### src/rtl/andrewm_uart_pkg.sv
// Shared types and constants for the round-robin UART transmit arbiter.
// Latency: n/a (declarations only).
// Backpressure: n/a.
package andrewm_uart_pkg;

  // Transmitter FSM states, 2-bit encoded.
  typedef enum logic [1:0] {
    IDLE  = 2'd0,
    START = 2'd1,
    DATA  = 2'd2,
    STOP  = 2'd3
  } uart_state_t;

  localparam int   DATA_BITS     = 8;     // payload bits per frame
  localparam int   FRAME_BITS    = 10;    // start + 8 data + stop
  localparam logic IDLE_LEVEL    = 1'b1;  // line level when nothing is sent
  localparam int   NUM_REQ_FIXED = 4;     // requester count of this revision

  // Cycles between successive START edges when requests are back to back:
  // one full frame plus the single IDLE cycle between frames.
  function automatic int frame_period(input int clks_per_bit);
    return FRAME_BITS * clks_per_bit + 1;
  endfunction

endpackage

### src/rtl/andrewm_uart_tx_arbiter_if.sv
// Requester/serial-side signal bundle of the UART transmit arbiter.
// Latency: n/a (wiring only).
// Backpressure: requesters hold req level until ack; no other flow control.
interface andrewm_uart_tx_arbiter_if;
  import andrewm_uart_pkg::*;

  logic [NUM_REQ_FIXED-1:0]           req;
  logic [NUM_REQ_FIXED*DATA_BITS-1:0] req_data;
  logic [NUM_REQ_FIXED-1:0]           ack;
  logic                               uart_tx;
  logic                               busy;
  logic [1:0]                         grant_id;
  logic                               done;

  // Requester side (drives requests, observes the transmitter).
  modport master (
    output req, req_data,
    input  ack, uart_tx, busy, grant_id, done
  );

  // Transmitter side (the arbiter itself).
  modport slave (
    input  req, req_data,
    output ack, uart_tx, busy, grant_id, done
  );

endinterface

### src/rtl/andrewm_rr_arbiter4.sv
// Four-way round-robin picker: first requester after last_grant wins, wrapping 3->0.
// Latency: purely combinational.
// Backpressure: none; enable low forces an empty grant.
module andrewm_rr_arbiter4
  import andrewm_uart_pkg::*;
(
  input  logic [3:0] req,
  input  logic [1:0] last_grant,
  input  logic       enable,
  output logic [3:0] grant,
  output logic [1:0] grant_idx
);

  logic [1:0] cand;
  logic       found;

  // Scan the four positions starting just after the last grant; first hit wins.
  always_comb begin
    grant     = '0;
    grant_idx = '0;
    cand      = '0;
    found     = 1'b0;
    for (int k = 1; k <= NUM_REQ_FIXED; k++) begin
      cand = last_grant + k[1:0];
      if (enable && !found && req[cand]) begin
        found       = 1'b1;
        grant[cand] = 1'b1;
        grant_idx   = cand;
      end
    end
  end

endmodule

### src/rtl/andrewm_uart_tx_arbiter.sv
// Round-robin arbiter feeding one 8N1 UART transmitter shared by four requesters.
// Latency: req seen in IDLE at edge N -> ack pulse and start bit from cycle N+1.
// Backpressure: requests are only sampled in IDLE; a requester waits, holding req, until acked.
module andrewm_uart_tx_arbiter
  import andrewm_uart_pkg::*;
#(
  parameter int CLKS_PER_BIT = 256,
  parameter int NUM_REQ      = 4
)
(
  input  logic                      clk,
  input  logic                      reset,
  andrewm_uart_tx_arbiter_if.slave  bus
);

  localparam int                BAUD_W    = $clog2(CLKS_PER_BIT);
  localparam logic [BAUD_W-1:0] BAUD_LOAD = BAUD_W'(CLKS_PER_BIT - 1);
  localparam logic [2:0]        LAST_BIT  = 3'(DATA_BITS - 1);

  uart_state_t          state_q, state_d;
  logic [BAUD_W-1:0]    baud_q, baud_d;
  logic [2:0]           bit_q, bit_d;
  logic [DATA_BITS-1:0] shift_q, shift_d;
  logic [1:0]           last_q, last_d;
  logic [1:0]           gid_q, gid_d;
  logic [NUM_REQ-1:0]   ack_q, ack_d;

  logic [NUM_REQ-1:0]   rr_grant;
  logic [1:0]           rr_idx;
  logic                 tx_c;
  logic                 done_c;

  // Only arbitrate while the line is free so requests during a frame are ignored.
  andrewm_rr_arbiter4 u_rr (
    .req        (bus.req),
    .last_grant (last_q),
    .enable     (state_q == IDLE),
    .grant      (rr_grant),
    .grant_idx  (rr_idx)
  );

  // State, baud counter, bit index, shift register, pointer and grant registers.
  always_ff @(posedge clk) begin
    if (!reset) begin
      state_q <= IDLE;
      baud_q  <= '0;
      bit_q   <= '0;
      shift_q <= '0;
      last_q  <= 2'd3;   // requester 0 gets first pick after reset
      gid_q   <= '0;
      ack_q   <= '0;
    end else begin
      state_q <= state_d;
      baud_q  <= baud_d;
      bit_q   <= bit_d;
      shift_q <= shift_d;
      last_q  <= last_d;
      gid_q   <= gid_d;
      ack_q   <= ack_d;
    end
  end

  // Next-state, datapath updates and line/done outputs for the frame sequencer.
  always_comb begin
    state_d = state_q;
    baud_d  = baud_q;
    bit_d   = bit_q;
    shift_d = shift_q;
    last_d  = last_q;
    gid_d   = gid_q;
    ack_d   = '0;
    tx_c    = IDLE_LEVEL;
    done_c  = 1'b0;

    case (state_q)
      IDLE: begin
        if (bus.req != '0) begin
          state_d = START;
          baud_d  = BAUD_LOAD;
          shift_d = bus.req_data[{rr_idx, 3'b000} +: DATA_BITS];
          ack_d   = rr_grant;
          gid_d   = rr_idx;
          last_d  = rr_idx;
        end
      end

      START: begin
        tx_c = 1'b0;
        if (baud_q == '0) begin
          state_d = DATA;
          baud_d  = BAUD_LOAD;
          bit_d   = '0;
        end else begin
          baud_d = baud_q - 1'b1;
        end
      end

      DATA: begin
        tx_c = shift_q[0];
        if (baud_q == '0) begin
          baud_d = BAUD_LOAD;
          if (bit_q == LAST_BIT) begin
            state_d = STOP;
          end else begin
            bit_d   = bit_q + 3'd1;
            shift_d = shift_q >> 1;
          end
        end else begin
          baud_d = baud_q - 1'b1;
        end
      end

      STOP: begin
        tx_c = 1'b1;
        if (baud_q == '0) begin
          state_d = IDLE;
          done_c  = 1'b1;
        end else begin
          baud_d = baud_q - 1'b1;
        end
      end

      default: state_d = IDLE;
    endcase
  end

  assign bus.ack      = ack_q;
  assign bus.uart_tx  = tx_c;
  assign bus.busy     = (state_q != IDLE);
  assign bus.grant_id = gid_q;
  assign bus.done     = done_c;

endmodule

### src/flat_wrapper.sv
// flat-port wrapper written by rule: the top's interface ports become plain ports
module andrewm_uart_tx_arbiter_flat import andrewm_uart_pkg::*;
#(
  parameter int CLKS_PER_BIT = 256,
  parameter int NUM_REQ      = 4
)
  (clk, reset, bus_req, bus_req_data, bus_ack, bus_uart_tx, bus_busy, bus_grant_id, bus_done);
  andrewm_uart_tx_arbiter_if bus_i ();
  input  logic clk;
  input  logic reset;
  input wire logic [$bits(bus_i.req)-1:0] bus_req;
  input wire logic [$bits(bus_i.req_data)-1:0] bus_req_data;
  output wire logic [$bits(bus_i.ack)-1:0] bus_ack;
  output wire logic [$bits(bus_i.uart_tx)-1:0] bus_uart_tx;
  output wire logic [$bits(bus_i.busy)-1:0] bus_busy;
  output wire logic [$bits(bus_i.grant_id)-1:0] bus_grant_id;
  output wire logic [$bits(bus_i.done)-1:0] bus_done;
  assign bus_i.req = bus_req;
  assign bus_i.req_data = bus_req_data;
  assign bus_ack = bus_i.ack;
  assign bus_uart_tx = bus_i.uart_tx;
  assign bus_busy = bus_i.busy;
  assign bus_grant_id = bus_i.grant_id;
  assign bus_done = bus_i.done;
  andrewm_uart_tx_arbiter #(.CLKS_PER_BIT(CLKS_PER_BIT), .NUM_REQ(NUM_REQ)) u_core (.clk(clk), .reset(reset), .bus(bus_i));
endmodule
### config.mk
export PLATFORM = sky130hd
export DESIGN_NAME = andrewm_uart_tx_arbiter_flat
export DESIGN_NICKNAME = d
export VERILOG_FILES = /design/src/rtl/andrewm_uart_pkg.sv /design/src/rtl/andrewm_uart_tx_arbiter_if.sv /design/src/rtl/andrewm_rr_arbiter4.sv /design/src/rtl/andrewm_uart_tx_arbiter.sv /design/src/flat_wrapper.sv
export SDC_FILE = /design/constraint.sdc
export NUM_CORES = 1
export LEC_CHECK = 0
export CAP_MARGIN = 10
export CORE_UTILIZATION = 35
export CTS_BUF_LIST = sky130_fd_sc_hd__clkbuf_4 sky130_fd_sc_hd__clkbuf_8
export DETAILED_ROUTE_END_ITERATION = 12
export MAX_ROUTING_LAYER = met4
export SYNTH_ARGS = -nofsm -noshare
export SYNTH_HDL_FRONTEND = slang
export SYNTH_SLANG_ARGS = --single-unit
### constraint.sdc
create_clock -name clk -period 4.95 [get_ports clk]
set_input_delay 1.485 -clock clk [delete_from_list [all_inputs] [get_ports clk]]
set_output_delay 1.485 -clock clk [all_outputs]
set_load 0.05 [all_outputs]
==> results of run 1 <==
## layer usage
metal | part of all wire | up-vias
met4 | 0.021 | 0
met3 | 0.046 | 9
met2 | 0.44 | 52
met1 | 0.49 | 825
li1 | - | 972
met5 | 0 | -
## worst paths after layout
| check | from | to | slack, ns | cells past startpoint |
|---|---|---|---|---|
| setup / recovery | u_core.baud_q[3]$_SDFFE_PN0P_ | bus_done | 1.01 | 5 |
| hold / removal | u_core.baud_q[2]$_SDFFE_PN0P_ | u_core.baud_q[2]$_SDFFE_PN0P_ | 0.48 | 2 |
| setup reg to reg | u_core.last_q[0]$_SDFFE_PN1P_ | u_core.shift_q[7]$_SDFFE_PN0P_ | 1.45 | 8 |
| hold reg to reg | u_core.baud_q[2]$_SDFFE_PN0P_ | u_core.baud_q[2]$_SDFFE_PN0P_ | 0.48 | 2 |
## critical path, cell delays in order (launching register included)
cell             delay (ns)
dfxtp_1                0.36
nor4_1                 0.42
nor3b_1                0.24
buf_4                  0.17
and2_1                 0.16
clkdlybuf4s50_1        0.81
## power by group through the flow
stage | Sequential [mW] | Clock [mW] | Combinational (mW)
floorplan | 0.442 | 0 | 0.971
global placement | 0.418 | 0 | 1.22
global route | 0.430 | 0.234 | 1.35
CTS | 0.415 | 0.226 | 1.23
finish | 0.412 | 0.220 | 1.22
detailed placement | 0.421 | 0 | 1.23
## logic make-up after synthesis
| kind of cell | after synthesis | share of synthesized area |
|---|---|---|
| AND/OR/NAND/NOR | 75 | 0.181 |
| AO/OA/AOI/OAI | 67 | 0.218 |
| multiplexers | 33 | 0.177 |
| buffers and inverters | 22 | 0.0514 |
| adder cells (fa/ha/maj) | 16 | 0.0934 |
| flip-flops | 29 | 0.271 |
| XOR/XNOR | 2 | 0.00817 |
## through the flow
step	util	total power [mW]	setup WS [ns]
after floorplan	-	1.41	1.44
after global placement	0.449	1.64	0.798
after detailed placement	0.449	1.65	0.785
after CTS	0.467	1.87	0.971
after global routing	0.467	2.02	0.833
final	0.467	1.85	1.01
## layout make-up
cell class | count | area, µm² | area share
Timing Repair Buffer | 50 | 490 | 0.178
Multi-Input combinational cell | 193 | 1460 | 0.528
Clock inverter | 1 | 5.00 | 0.00181
Sequential cell | 29 | 581 | 0.210
Inverter | 10 | 37.5 | 0.0136
Clock buffer | 7 | 96.3 | 0.0349
Tap cell | 75 | 93.8 | 0.0340
## cell usage in the layout (no fill, tap or decap), types with 3 or more instances in the layout
| cell | instances |
|---|---|
| nor2_1 | 12 |
| o21ai_0 | 15 |
| nor4_1 | 3 |
| clkdlybuf4s50_1 | 46 |
| dfxtp_1 | 29 |
| a21oi_1 | 18 |
| nand2b_1 | 6 |
| a21boi_0 | 3 |
| a21o_1 | 3 |
| a22oi_1 | 3 |
| clkbuf_8 | 7 |
| ha_1 | 16 |
| nand2_1 | 25 |
| buf_4 | 4 |
| o211a_1 | 8 |
| nor2b_1 | 14 |
| a222oi_1 | 4 |
| mux2i_1 | 27 |
| and3_1 | 3 |
| inv_1 | 10 |
| and2_1 | 3 |
## state kept, by name (all words and copies together) (netlist names)
register	cells
u_core.baud_q	8
u_core.bus.grant_id	2
u_core.last_q	2
u_core.bit_q	3
u_core.shift_q	8
u_core.bus.ack	4
u_core.state_q	2
==> summary.txt, run 1 <==
Global routing
  – Global-route wire length before repair: 7910 µm
  – Overflow after GRT: 0
  – Met3 Use GR: 0.0420
  – Initial antenna violation count: 0
  – GR Util All Layers: 0.163
  – Met1 Resource Use GR: 0.197
  – Most Used Layer, Global Route: met2
  – Grt met2 use: 0.259
  – Number of global-route vias before repair: ~1,800
  – Pin count of the biggest net entering global routing: 27

Placement
  – Port bufs: 46
  – RD Place Congestion: between 0.8 and 0.9
  – Dpl cell area: 2660 µm²
  – Hpwl dp: ~3400 µm
  – Inst Count DP: between 300 and 400

Route
  – Drt first pass iters: 4
  – Final ANT Viol Nets: 0
  – Initial DRC Count: 85
  – Final WL: between 4000 and 5000 µm
  – Drt wl/cell: roughly 13 µm
  – Drt drc: 0
  – Via density per instance: 5.09
  – Via Count: ~1,900

Synth
  – Commonest cells post-synth: dfxtp_1, mux2i_1, nand2_1, a21oi_1, ha_1
  – Sequential share of the synthesized area: 0.271
  – Seq cells post-synth: 29
  – Yosys top cell by area: dfxtp_1
  – Unique cell type count in the Yosys netlist: 43
  – Synthesized cell area: about 2100 µm²
  – Syn avg cell area: 8.78 µm²
  – Synth warn: 0
  – Syn_nets: slightly below 300
  – Post-synth ARST share: 0
  – Most numerous cell in the Yosys netlist: dfxtp_1
  – Most used DFF post-synth: dfxtp_1
  – Area share of the largest cell type after synthesis: 0.271
  – Post-Synthesis Cells: about 240
  – EDFF count, synth: 0
  – Dominant cells by area after synthesis: dfxtp_1, mux2i_1, ha_1, nand2_1, a21oi_1

Clocking
  – Root Buffer: clkbuf_8
  – Cts repair resizes: 0
  – H-tree depth: 2
  – Max Buffers Root-to-Sink: 2
  – CTS buffer count: 5
  – # hold bufs at CTS: 0
  – Post-CTS Setup Bufs: 0
  – CTS tree: done
  – Worst-path clk slew: 0.07 ns
  – Clk_lat worst skew: roughly 0.29 ns
  – Clk sinks: 29

STA
  – Final Hold Fails: 0
  – Hold_ws: between 0.4 and 0.5 ns
  – Layout Skew: about 0.010 ns
  – Fin crit share: 0.796
  – Final worst path period need: between 3 and 4 ns
  – Least-Margin Pin Slew: about 0.98 ns
  – Fin. max-slew vios: 0
  – Slew HR: 0.346
  – Unrepaired setup endpoints after global routing: false
  – Final setup vio count: 0
  – Fmax: between 200 and 300 MHz
  – Fin Setup TNS: 0 ns

Die
  – I/O pin total: 47
  – Core Region: around 6000 µm²
  – Starting Density: 0.362
  – Die height: roughly 80 µm
  – DIE WIDTH: 80.3 µm
  – Num rows: 28
  – Die area: ~6400 µm²

Worst setup path
  – Setup crit start kind: register
  – CP required: approximately 3.5 ns
  – Crit end category: primary output
  – Crit path kind: register to primary output
  – Worst-path fanout max: 6
  – CP arrival: between 2 and 2.5 ns

Pwr
  – Comb power frac: 0.659
  – Switching share of total power: 0.467
  – Peak supply drop: between 0.0003 and 0.0004 V
  – Internal power: around 1 mW
  – Psw: just under 0.9 mW
  – Lkg Pwr: 1.29 nW
  – Clock power share: 0.119
  – Flop pwr share: 0.223
  – P per Cell Area: 671 nW/µm²

Status
  – Status: finished clean

Final layout
  – Area added between synthesis and finish: 28.9%
  – Final Instance Area: around 2800 µm²
  – Ant diodes: 0
  – Final nets: between 300 and 400
  – # fillers: between 500 and 600
  – Proportion of layout cells with a drive suffix above 1: 0.0724
  – Cell Count, Final, Fillers Out: around 370

Job
  – Max_cap viols: 0

Min path
  – Hold Path Class: register to register
Power figures use the tool's default switching activity.
==> run 2: changes to the inputs <==
clock period = 3.2 ns   (was 4.95 ns; I/O delays follow)
==> summary.txt, run 2 (synthesis gave the netlist of run 1 again) <==
Status
  – Status: finished clean

STA
  – Fin. max-slew vios: 0 (unchanged)
  – Fmax: 326 MHz
  – Layout Skew: 0.00309 ns (-0.00732 ns)
  – Least-Margin Pin Slew: 0.840 ns (-0.141 ns)
  – Final worst path period need: approximately 3.1 ns
  – Fin crit share: 0.960
  – Unrepaired setup endpoints after global routing: false
  – Slew HR: 0.440 (+0.0940)
  – Final setup vio count: 0 (unchanged)
  – Final Hold Fails: 0 (unchanged)

Pwr
  – Peak supply drop: 0.000378 V (+12%)
  – Tot Pwr: 3.05 mW (+64%)
  – Comb power frac: 0.701 (+0.042)
  – Clock power share: 0.102 (-0.017)
  – Lkg Pwr: 1.37 nW (+6.7%)
  – Internal power: 1.68 mW (+70%)
  – Switching share of total power: 0.449 (-0.0177)
  – P per Cell Area: 1050 nW/µm² (+56%)
  – Flop pwr share: 0.197 (-0.026)
  – Psw: 1.37 mW (+58%)

Global routing
  – Overflow after GRT: 0 (unchanged)
  – Pin count of the biggest net entering global routing: 20 (-26%)
  – Most Used Layer, Global Route: met2
  – Met1 Resource Use GR: 0.200 (+0.00234)
  – GR Util All Layers: 0.169 (+0.00603)
  – Met3 Use GR: 0.0352 (-0.00682)
  – Initial antenna violation count: 0 (unchanged)
  – Global-route wire length before repair: 8380 µm (+5.9%)
  – Number of global-route vias before repair: 1,870 (+5.8%)
  – Grt met2 use: 0.292 (+0.0333)

Die
  – DIE WIDTH: 80.3 µm (unchanged)
  – Core Region: 5920 µm² (unchanged)
  – Num rows: 28 (unchanged)
  – Die area: 6440 µm² (unchanged)
  – Starting Density: 0.362 (unchanged)
  – I/O pin total: 47 (unchanged)
  – Die height: 80.3 µm (unchanged)

Route
  – Drt first pass iters: 5 (+1)
  – Via density per instance: 5.11 (+0.34%)
  – Final ANT Viol Nets: 0 (unchanged)
  – Drt drc: 0 (unchanged)
  – Drt wl/cell: 12.4 µm (-1.5%)
  – Final WL: 4730 µm (+2.5%)
  – Via Count: 1,941 (+4.5%)
  – Initial DRC Count: 82 (-3.5%)

Clocking
  – Root Buffer: clkbuf_8
  – Worst-path clk slew: 0.06 ns (about the same)
  – Clk sinks: 29 (unchanged)
  – H-tree depth: 2 (unchanged)
  – CTS buffer count: 5 (unchanged)
  – Clk_lat worst skew: 0.28 ns (about the same)
  – # hold bufs at CTS: 0 (unchanged)
  – Max Buffers Root-to-Sink: 2 (unchanged)
  – Post-CTS Setup Bufs: 0 (unchanged)
  – CTS tree: done
  – Cts repair resizes: 0 (unchanged)

Final layout
  – Sequential cell area: 581 µm² (unchanged)
  – Final nets: 359 (+4.7%)
  – Area added between synthesis and finish: 35.5%
  – Area taken by multi-input logic gates: 1460 µm² (unchanged)
  – Ant diodes: 0 (unchanged)
  – Finished Core Util: 0.490 (+0.0239)
  – # fillers: 557 (-6.4%)
  – Most frequent cells in the layout: clkdlybuf4s50_1, dfxtp_1, mux2i_1
  – Proportion of layout cells with a drive suffix above 1: 0.125 (+0.0522)
  – Commonest non-fill, non-tap cell in the layout: clkdlybuf4s50_1

Worst setup path
  – CP arrival: 3.24 ns (+0.78 ns)
  – Worst-path fanout max: 7 (+1)
  – Crit path kind: primary input to register
  – Setup crit start kind: primary input
  – Crit end category: register
  – CP required: 3.37 ns (-0.09 ns)

Min path
  – Hold Path Class: register to register

Placement
  – Hpwl dp: 3680 µm (+7.4%)
  – RD Place Congestion: 0.833 (-0.66%)
  – Port bufs: 46 (unchanged)

Job
  – Max_cap viols: 0 (unchanged)
-- run 2: per-stage QoR --
stage                     worst slack (ns)  hold WS (ns)  instance area (µm²)  setup TNS (ns)  instances
after floorplan                      0.214         0.449                 2140               0        244
after global placement              -0.106         0.472                 2810          -0.812        373
after detailed placement            -0.140         0.465                 2810           -1.02        373
after CTS                            0.154         0.474                 2900               0        380
after global routing               0.00131         0.514                 2900               0        380
final                                0.129         0.470                 2900               0        380
-- run 2: worst paths after layout --
kind	start	to	slack, ns	depth (start not counted)
worst max register to register	u_core.last_q[1]$_SDFFE_PN1P_	u_core.shift_q[0]$_SDFFE_PN0P_	0.47	10
worst min-delay path	u_core.bus.grant_id[1]$_SDFFE_PN0P_	u_core.bus.grant_id[1]$_SDFFE_PN0P_	0.47	2
worst max-delay path	bus_req[3]	u_core.shift_q[0]$_SDFFE_PN0P_	0.13	10
worst min register to register	u_core.bus.grant_id[1]$_SDFFE_PN0P_	u_core.bus.grant_id[1]$_SDFFE_PN0P_	0.47	2
-- run 2: area by class of cell --
class                           instances  area share
Inverter                               10      0.0129
Sequential cell                        29       0.200
Multi-Input combinational cell        193       0.502
Tap cell                               75      0.0323
Timing Repair Buffer                   66       0.221
Clock buffer                            7      0.0310
-- run 2: layer usage --
layer	part of all wire	vias up
met5	0	-
met1	0.46	882
li1	-	998
met3	0.048	8
met4	0.0099	0
met2	0.48	53
-- run 2: critical path: stages --
cell and delay [ns]:
clkdlybuf4s50_1 0.46, buf_4 0.16, mux2_2 0.29, o2bb2ai_1 0.26, nor3b_4 0.28, a21oi_2 0.05, a22o_1 0.28, buf_12 0.17
mux2i_1 0.12, o211a_1 0.21
-- run 2: power groups by stage --
| stage | clock, mW | sequential, mW | combinational [mW] |
|---|---|---|---|
| 2_1_floorplan | 0 | 0.683 | 1.50 |
| 5_1_grt | 0.340 | 0.619 | 2.37 |
| 4_1_cts | 0.323 | 0.600 | 2.16 |
| 3_3_place_gp | 0 | 0.607 | 2.13 |
| 6_report | 0.311 | 0.599 | 2.14 |
| 3_5_place_dp | 0 | 0.607 | 2.15 |
